[config.mk]
export PLATFORM = sky130hd
export DESIGN_NAME = mem_access_ctrl_flat
export DESIGN_NICKNAME = d
export VERILOG_FILES = /design/src/rtl/cpu_types_pkg.sv /design/src/rtl/mem_access_ctrl_if.sv /design/src/rtl/mem_access_ctrl.sv /design/src/flat_wrapper.sv
export SDC_FILE = /design/constraint.sdc
export NUM_CORES = 1
export LEC_CHECK = 0
export BUFFER_PORTS_ARGS = -buffer_cell sky130_fd_sc_hd__buf_2
export CAP_MARGIN = 20
export CORE_ASPECT_RATIO = 0.7
export CORE_MARGIN = 2
export CORE_UTILIZATION = 35
export DETAILED_ROUTE_END_ITERATION = 8
export GPL_ROUTABILITY_DRIVEN = 0
export GPL_TIMING_DRIVEN = 1
export PLACE_DENSITY_LB_ADDON = 0.2
export SLEW_MARGIN = 15
export SYNTH_ARGS = -nofsm -noshare
export SYNTH_HDL_FRONTEND = slang
export SYNTH_SLANG_ARGS = --single-unit
[constraint.sdc]
create_clock -name CLK -period 1.6 [get_ports CLK]
set_input_delay 0.16 -clock CLK [delete_from_list [all_inputs] [get_ports CLK]]
set_output_delay 0.16 -clock CLK [all_outputs]
set_load 0.05 [all_outputs]
[src/rtl/cpu_types_pkg.sv]
// Shared CPU datapath types: machine word and memory-stage controller states.
package cpu_types_pkg;

  localparam int WORD_W = 32;

  typedef logic [WORD_W-1:0] word_t;

  typedef enum logic [1:0] {
    IDLE = 2'd0,
    WAIT = 2'd1,
    HALT = 2'd2
  } memstate_t;

endpackage

[src/rtl/mem_access_ctrl_if.sv]
// Data-cache request/response bundle between the memory stage and the dcache.
interface mem_access_ctrl_if;

  logic                   dmemREN;
  logic                   dmemWEN;
  cpu_types_pkg::word_t   dmemaddr;
  cpu_types_pkg::word_t   dmemstore;
  logic                   dhit;
  cpu_types_pkg::word_t   dmemload;

  modport master (
    output dmemREN, dmemWEN, dmemaddr, dmemstore,
    input  dhit, dmemload
  );

  modport slave (
    input  dmemREN, dmemWEN, dmemaddr, dmemstore,
    output dhit, dmemload
  );

endinterface

[src/rtl/mem_access_ctrl.sv]
// Memory-stage access controller: issues dcache requests, stalls the pipeline
// until dhit, captures load data, and tracks halt, illegal ops and stall cycles.
//
// state | meaning
// IDLE  | no access outstanding; a new op is issued combinationally
// WAIT  | access issued, waiting for dhit; flush is ignored here
// HALT  | halted; no requests until reset
module mem_access_ctrl
  import cpu_types_pkg::*;
(
  input  logic              CLK,
  input  logic              nRST,
  input  logic              M_MemRead,
  input  logic              M_MemWrite,
  input  logic              halt_in,
  input  logic              flush,
  input  word_t             alu_output,
  input  word_t             regfile_rdat2,
  mem_access_ctrl_if.master dc,
  output logic              mem_stall,
  output word_t             mem_rdata,
  output logic              halt_out,
  output logic              op_error,
  output logic [15:0]       stall_count
);

  memstate_t state;
  memstate_t next_state;
  logic      op_req;
  logic      req;

  always_comb begin
    op_req = M_MemRead | M_MemWrite;
    req    = 1'b0;
    case (state)
      IDLE:    req = op_req & ~flush;
      WAIT:    req = op_req;
      default: req = 1'b0;
    endcase
    // While reset is held the bus must read idle even if ops are presented.
    req = req & nRST;
  end

  always_comb begin
    dc.dmemREN   = req & M_MemRead;
    dc.dmemWEN   = req & M_MemWrite & ~M_MemRead;
    dc.dmemaddr  = req ? alu_output    : '0;
    dc.dmemstore = req ? regfile_rdat2 : '0;
    mem_stall    = req & ~dc.dhit;
    halt_out     = (state == HALT);
  end

  always_comb begin
    next_state = state;
    case (state)
      IDLE: begin
        if (req && !dc.dhit) next_state = WAIT;
        else if (halt_in)    next_state = HALT;
      end
      // Leaving on a dropped op avoids a permanent stall if EX/MEM is cleared.
      WAIT: begin
        if (dc.dhit || !op_req) next_state = halt_in ? HALT : IDLE;
      end
      HALT:    next_state = HALT;
      default: next_state = IDLE;
    endcase
  end

  always_ff @(posedge CLK or negedge nRST) begin
    if (!nRST) begin
      state       <= IDLE;
      mem_rdata   <= '0;
      op_error    <= 1'b0;
      stall_count <= '0;
    end else begin
      state <= next_state;
      if (dc.dmemREN && dc.dhit)
        mem_rdata <= dc.dmemload;
      if (req && M_MemRead && M_MemWrite)
        op_error <= 1'b1;
      if (mem_stall && (stall_count != 16'hFFFF))
        stall_count <= stall_count + 16'd1;
    end
  end

endmodule
[src/flat_wrapper.sv]
// flat-port wrapper written by rule: the top's interface ports become plain ports
module mem_access_ctrl_flat import cpu_types_pkg::*;
  (CLK, nRST, M_MemRead, M_MemWrite, halt_in, flush, alu_output, regfile_rdat2, mem_stall, mem_rdata, halt_out, op_error, stall_count, dc_dmemREN, dc_dmemWEN, dc_dmemaddr, dc_dmemstore, dc_dhit, dc_dmemload);
  mem_access_ctrl_if dc_i ();
  input  logic CLK;
  input  logic nRST;
  input  logic M_MemRead;
  input  logic M_MemWrite;
  input  logic halt_in;
  input  logic flush;
  input  word_t alu_output;
  input  word_t regfile_rdat2;
  output logic mem_stall;
  output word_t mem_rdata;
  output logic halt_out;
  output logic op_error;
  output logic [15:0] stall_count;
  output wire logic [$bits(dc_i.dmemREN)-1:0] dc_dmemREN;
  output wire logic [$bits(dc_i.dmemWEN)-1:0] dc_dmemWEN;
  output wire logic [$bits(dc_i.dmemaddr)-1:0] dc_dmemaddr;
  output wire logic [$bits(dc_i.dmemstore)-1:0] dc_dmemstore;
  input wire logic [$bits(dc_i.dhit)-1:0] dc_dhit;
  input wire logic [$bits(dc_i.dmemload)-1:0] dc_dmemload;
  assign dc_dmemREN = dc_i.dmemREN;
  assign dc_dmemWEN = dc_i.dmemWEN;
  assign dc_dmemaddr = dc_i.dmemaddr;
  assign dc_dmemstore = dc_i.dmemstore;
  assign dc_i.dhit = dc_dhit;
  assign dc_i.dmemload = dc_dmemload;
  mem_access_ctrl u_core (.CLK(CLK), .nRST(nRST), .M_MemRead(M_MemRead), .M_MemWrite(M_MemWrite), .halt_in(halt_in), .flush(flush), .alu_output(alu_output), .regfile_rdat2(regfile_rdat2), .dc(dc_i), .mem_stall(mem_stall), .mem_rdata(mem_rdata), .halt_out(halt_out), .op_error(op_error), .stall_count(stall_count));
endmodule
# Word-level counts from Yosys, hierarchy flattened
# Index checks and enable logic that the tools add are counted.
# classes
addsub,1
n_eq_ne,5
mux,8
n_bitwise,10
n_reduce_logical,10
# op_table
cell,count
two-way mux 32 bit,2
adder 16 x 1 -> 16 bit (second input constant),1
inequality test 16 bit (second input constant),1
two-way mux 2 bit,4
bitwise AND 1 bit,6
case mux 2 bit (3 select lines),1
logical AND 1 bit,5
inequality test 3 x 2 -> 1 bit (second input constant),1
inverter 1 bit,3
equality test 2 x 1 -> 1 bit (second input constant),1
equality test 2 bit (second input constant),1
zero test 1 bit,2
zero test 2 bit,1
inequality test 2 x 1 -> 1 bit (second input constant),1
case mux 1 bit (2 select lines),1
AND reduction 2 bit,1
logical OR 1 bit,1
OR 1 bit,1
# totals
ff_bits,51
input_bits,103
out_inout_bits,117
elab_cells,38

# Depth between registers and ports, before layout
# logic_depth
ltp_word,7
mapped_depth,7
depth_no_buf,6

# Least setup slack after synthesis
# Ideal clock, no wire load.
# synth_path
kind,flip-flop to output port
startpoint,reg u_core.state[1]
endpoint,out dc_dmemWEN
arrival_time_ns,2.203
required_ns,1.440
slack_ns,-0.763
stages_incl_launch_ff,3
path_buffers,0
cell_sequence,dfrtp_1 -> nand2b_4 -> nor4b_1
# synth_via
elab_chain_cells,5
word_cells_on_any_way,6
classes_between,1 x eq/ne; 1 x mux; 3 x bitwise; 1 x reduce/logical
# synth_lines
element,line_no,source
start: declaration,mem_access_ctrl.sv:27,memstate_t state;
start signal: assignment,mem_access_ctrl.sv:76,state <= next_state;
equality test 2 x 1 -> 1 bit or zero test 2 bit (tied branches),mem_access_ctrl.sv:35,case (state)
case mux 1 bit (2 select lines) *,mem_access_ctrl.sv:35,
bitwise AND 1 bit *,mem_access_ctrl.sv:41,req = req & nRST;
bitwise AND 1 bit * (2 in series),mem_access_ctrl.sv:46,dc.dmemWEN = req & M_MemWrite & ~M_MemRead;
end: declaration,flat_wrapper.sv:19,output wire logic [$bits(dc_i.dmemWEN)-1:0] dc_dmemWEN;
# Every way passes the cells marked *; elsewhere a longest branch is shown, timed or not.

# Worst setup path after layout
# layout_path
startpoint,reg u_core.state[1]
endpoint,out dc_dmemaddr[8]
# layout_via
elab_chain_cells,4
word_cells_on_any_way,5
classes_between,1 x eq/ne; 2 x mux; 1 x bitwise; 1 x reduce/logical
# layout_lines
element,line_no,source
equality test 2 x 1 -> 1 bit or zero test 2 bit (tied branches),mem_access_ctrl.sv:35,
case mux 1 bit (2 select lines) *,mem_access_ctrl.sv:35,
bitwise AND 1 bit *,mem_access_ctrl.sv:41,
two-way mux 32 bit *,mem_access_ctrl.sv:47,dc.dmemaddr = req ? alu_output : '0;
end: declaration,flat_wrapper.sv:20,output wire logic [$bits(dc_i.dmemaddr)-1:0] dc_dmemaddr;
# Marked as above.

==> flow_summary.ini <==
[status]
status = complete, but fails checks
violations = negative setup slack

[route]
drt-wirelength-per-cell_um = 16.8
drt_wl_total_um = 9660
firstDrtPassIters = 4
viasPerCell = 4.63
vias = 2664
drc_errors = 0
antenna_left = 0
drtIter0Drc = 96

[sta]
min_period_over_period_pct = 114
setup_ws_ns = -0.230
timing_worst_slew_pin_value_ns = 0.646
period_minus_slack_ns = 1.83
slew_violations = 0
slew_headroom_pct = 56.9
skew_ns = 0.00884
hold_viol = 0
rsz0062_at_grt = yes
final-setup-viol-count = 114
fmax_ghz = 0.546

[synth]
yosysTopAreaCellShare_pct = 49.5
yosysSeqAreaShare_pct = 49.5
synthFlopType = dfrtp_1
synth_commonest_cells = and2_1, dfrtp_1, mux2_2
synth_edf_count = 0
yosysMostFrequentCell = and2_1
ys_top_cells_by_area = dfrtp_1, and2_1, mux2_2
synth_nets = 328
syn_avg_cell_area_um2 = 11.5
synth_cell_types = 36
synth_top_area_cell = dfrtp_1
netlist_area_um2 = 2580
ys_seq_elements = 51
synth_cells = 224
async_flop_share_pct = 100
ys_warn_count = 0

[die]
die_w_um = 107
rows = 26
ios = 220
start_util_pct = 35.7
dieArea_um2 = 8090
die_y_um = 75.8
core-area_um2 = 7220

[setup_path]
reg2reg_from = u_core.state[0]
cp-start-kind = flop
cp_max_fo = 8
critPathBufInv = 3
crit_chain = nand2b_4, nor2_4, o21a_4, buf_8, clkbuf_16, and2_4, buf_8
ff2ff_setup_slack_ns = -0.17
end_kind = output pin
critical_path_depth = 7
path_common_cell = buf_8
critical-path-top-delay-family = buffers and inverters
critical-path-max-stage-delay_ns = 0.38
r2r-end = u_core.mem_rdata[14]
worstPathRequired_ns = 1.44
crit_type = reg -> out
worst-r2r-cell-count = 8
cp.arrival_ns = 1.67
critPathSlowestCell = dfrtp_1

[worst_hold_path]
hp-class = in -> async

[power]
finalPower_mw = 2.90
power-per-cell-area_nw_per_um2 = 535
p_seq_share_pct = 47.7
power.internal_mw = 2.08
peakVddDrop_mv = 0.484
p_clk_share_pct = 32.9
pwr-share-comb_pct = 19.4
swShare_pct = 28.3
switching_power_mw = 0.819
power.leakage_nw = 2.93

[grt]
grt_pass1_wl_um = 11700
grt_start_max_net_pins = 52
grt_pass1_vias = 2447
track_usage_pct = 18.5
grt.overflow.total = 0
antenna_found_initial = 0

[clock_tree]
cts.sinks = 51
cts_buffer_depth = 2
clock_latency_ns = 0.30
cts_buffers = 5
postCtsHoldBufs = 0
root_buffer = clkbuf_8
clkTransAtPathRegs_ns = 0.10
ctsHtreeMaxLevel = 2
tritoncts = yes

[final_layout]
drive_gt1_share_pct = 82.0
synthToLayoutAreaGrowth_pct = 110
instances_no_fill = 576
layout.nets = 580

[placed_design]
dp.cells = 550
io_buffers = 219
hpwl_um = 5650
place_ws_ns = -0.0144

[flow_run]
cap_violations = 0
## routing by layer
metal  GRT usage (%)  wire length (um)  vias up
met5               0                 0        -
met4            6.35               116        0
met3            4.02               666        8
met2            35.0              5190      127
met1            21.4              3690     1280
li1                -                 -     1249
## power groups by stage
stage	Clock (mW)	Combinational (mW)	Sequential, mW
floorplan	0	0.0585	1.62
global placement	0	0.503	1.40
detailed placement	0	0.509	1.40
CTS	0.976	0.515	1.38
global route	1.04	0.595	1.39
finish	0.953	0.563	1.38
## registers in the layout, summed over array words and instances (netlist names)
register	count
u_core.op_error	1
u_core.stall_count	16
u_core.mem_rdata	32
u_core.state	2
## worst max path at each step
stage                         start                     to  slack, ns
floorplan           u_core.state[1]  u_core.stall_count[1]      -0.18
global placement    u_core.state[1]         dc_dmemaddr[9]       0.02
detailed placement  u_core.state[1]         dc_dmemaddr[9]      -0.01
CTS                 u_core.state[1]        dc_dmemstore[4]      -0.23
global route        u_core.state[1]         dc_dmemaddr[8]      -0.29
finish              u_core.state[1]         dc_dmemaddr[8]      -0.23
## timing repair
action                                  CTS  global route
gates resized for setup                 181           132
pin swaps                                18            61
setup buffers                             5             2
endpoints found under the setup margin   66           106
hold endpoints to repair                  0             0
cloned                                    4             7
## cells by family after synthesis
| group | after synthesis | synth area share [%] |
|---|---|---|
| simple gates | 103 | 25.3 |
| compound gates | 6 | 1.75 |
| fa+ha+maj | 1 | 0.485 |
| xor+xnor | 15 | 5.09 |
| flops | 51 | 49.5 |
| buf+inv | 15 | 3.39 |
| mux | 33 | 14.5 |
## cell type report
cell class	count	area, um2
inverters	4	15.0
repair buffers	256	2290
well taps	98	123
clock buffers	6	82.6
multi-input cells	158	1570
fillers	468	1810
diodes	1	2.50
clock inverters	2	38.8
flip-flops and latches	51	1290
## per-stage QoR
step	hold slack [ns]	setup TNS (ns)	util [%]	instance area (um2)
after global placement	0.373	0	55.9	4030
after global routing	0.0741	-25.45	74.9	5410
after detailed placement	0.379	-0.0896	55.9	4030
after floorplan	-0.136	-1.49	-	2700
final	0.0362	-18.91	75.0	5410
after CTS	0.0502	-13.99	67.1	4840
## placed cells by master, fill, tap and decap left out, drive strengths merged
master,synthesis,routed
ha,1,1
a21o,1,1
nand4,5,5
nor4b,1,1
buf,5,250
mux2,33,33
nor3,3,3
diode,0,1
nand4b,1,1
nand3,5,5
clkbuf,6,12
nand2b,2,2
nor2,7,7
o21a,2,2
nand2,8,8
a32o,1,1
nor2b,1,1
inv,4,5
and2,65,65
o21bai,1,1
dfrtp,51,51
xor2,3,3
and4b,1,1
xnor2,12,12
and3,2,2
o21ai,1,1
and4,2,2
bufinv,0,1
(Power assumes the default switching activity.)
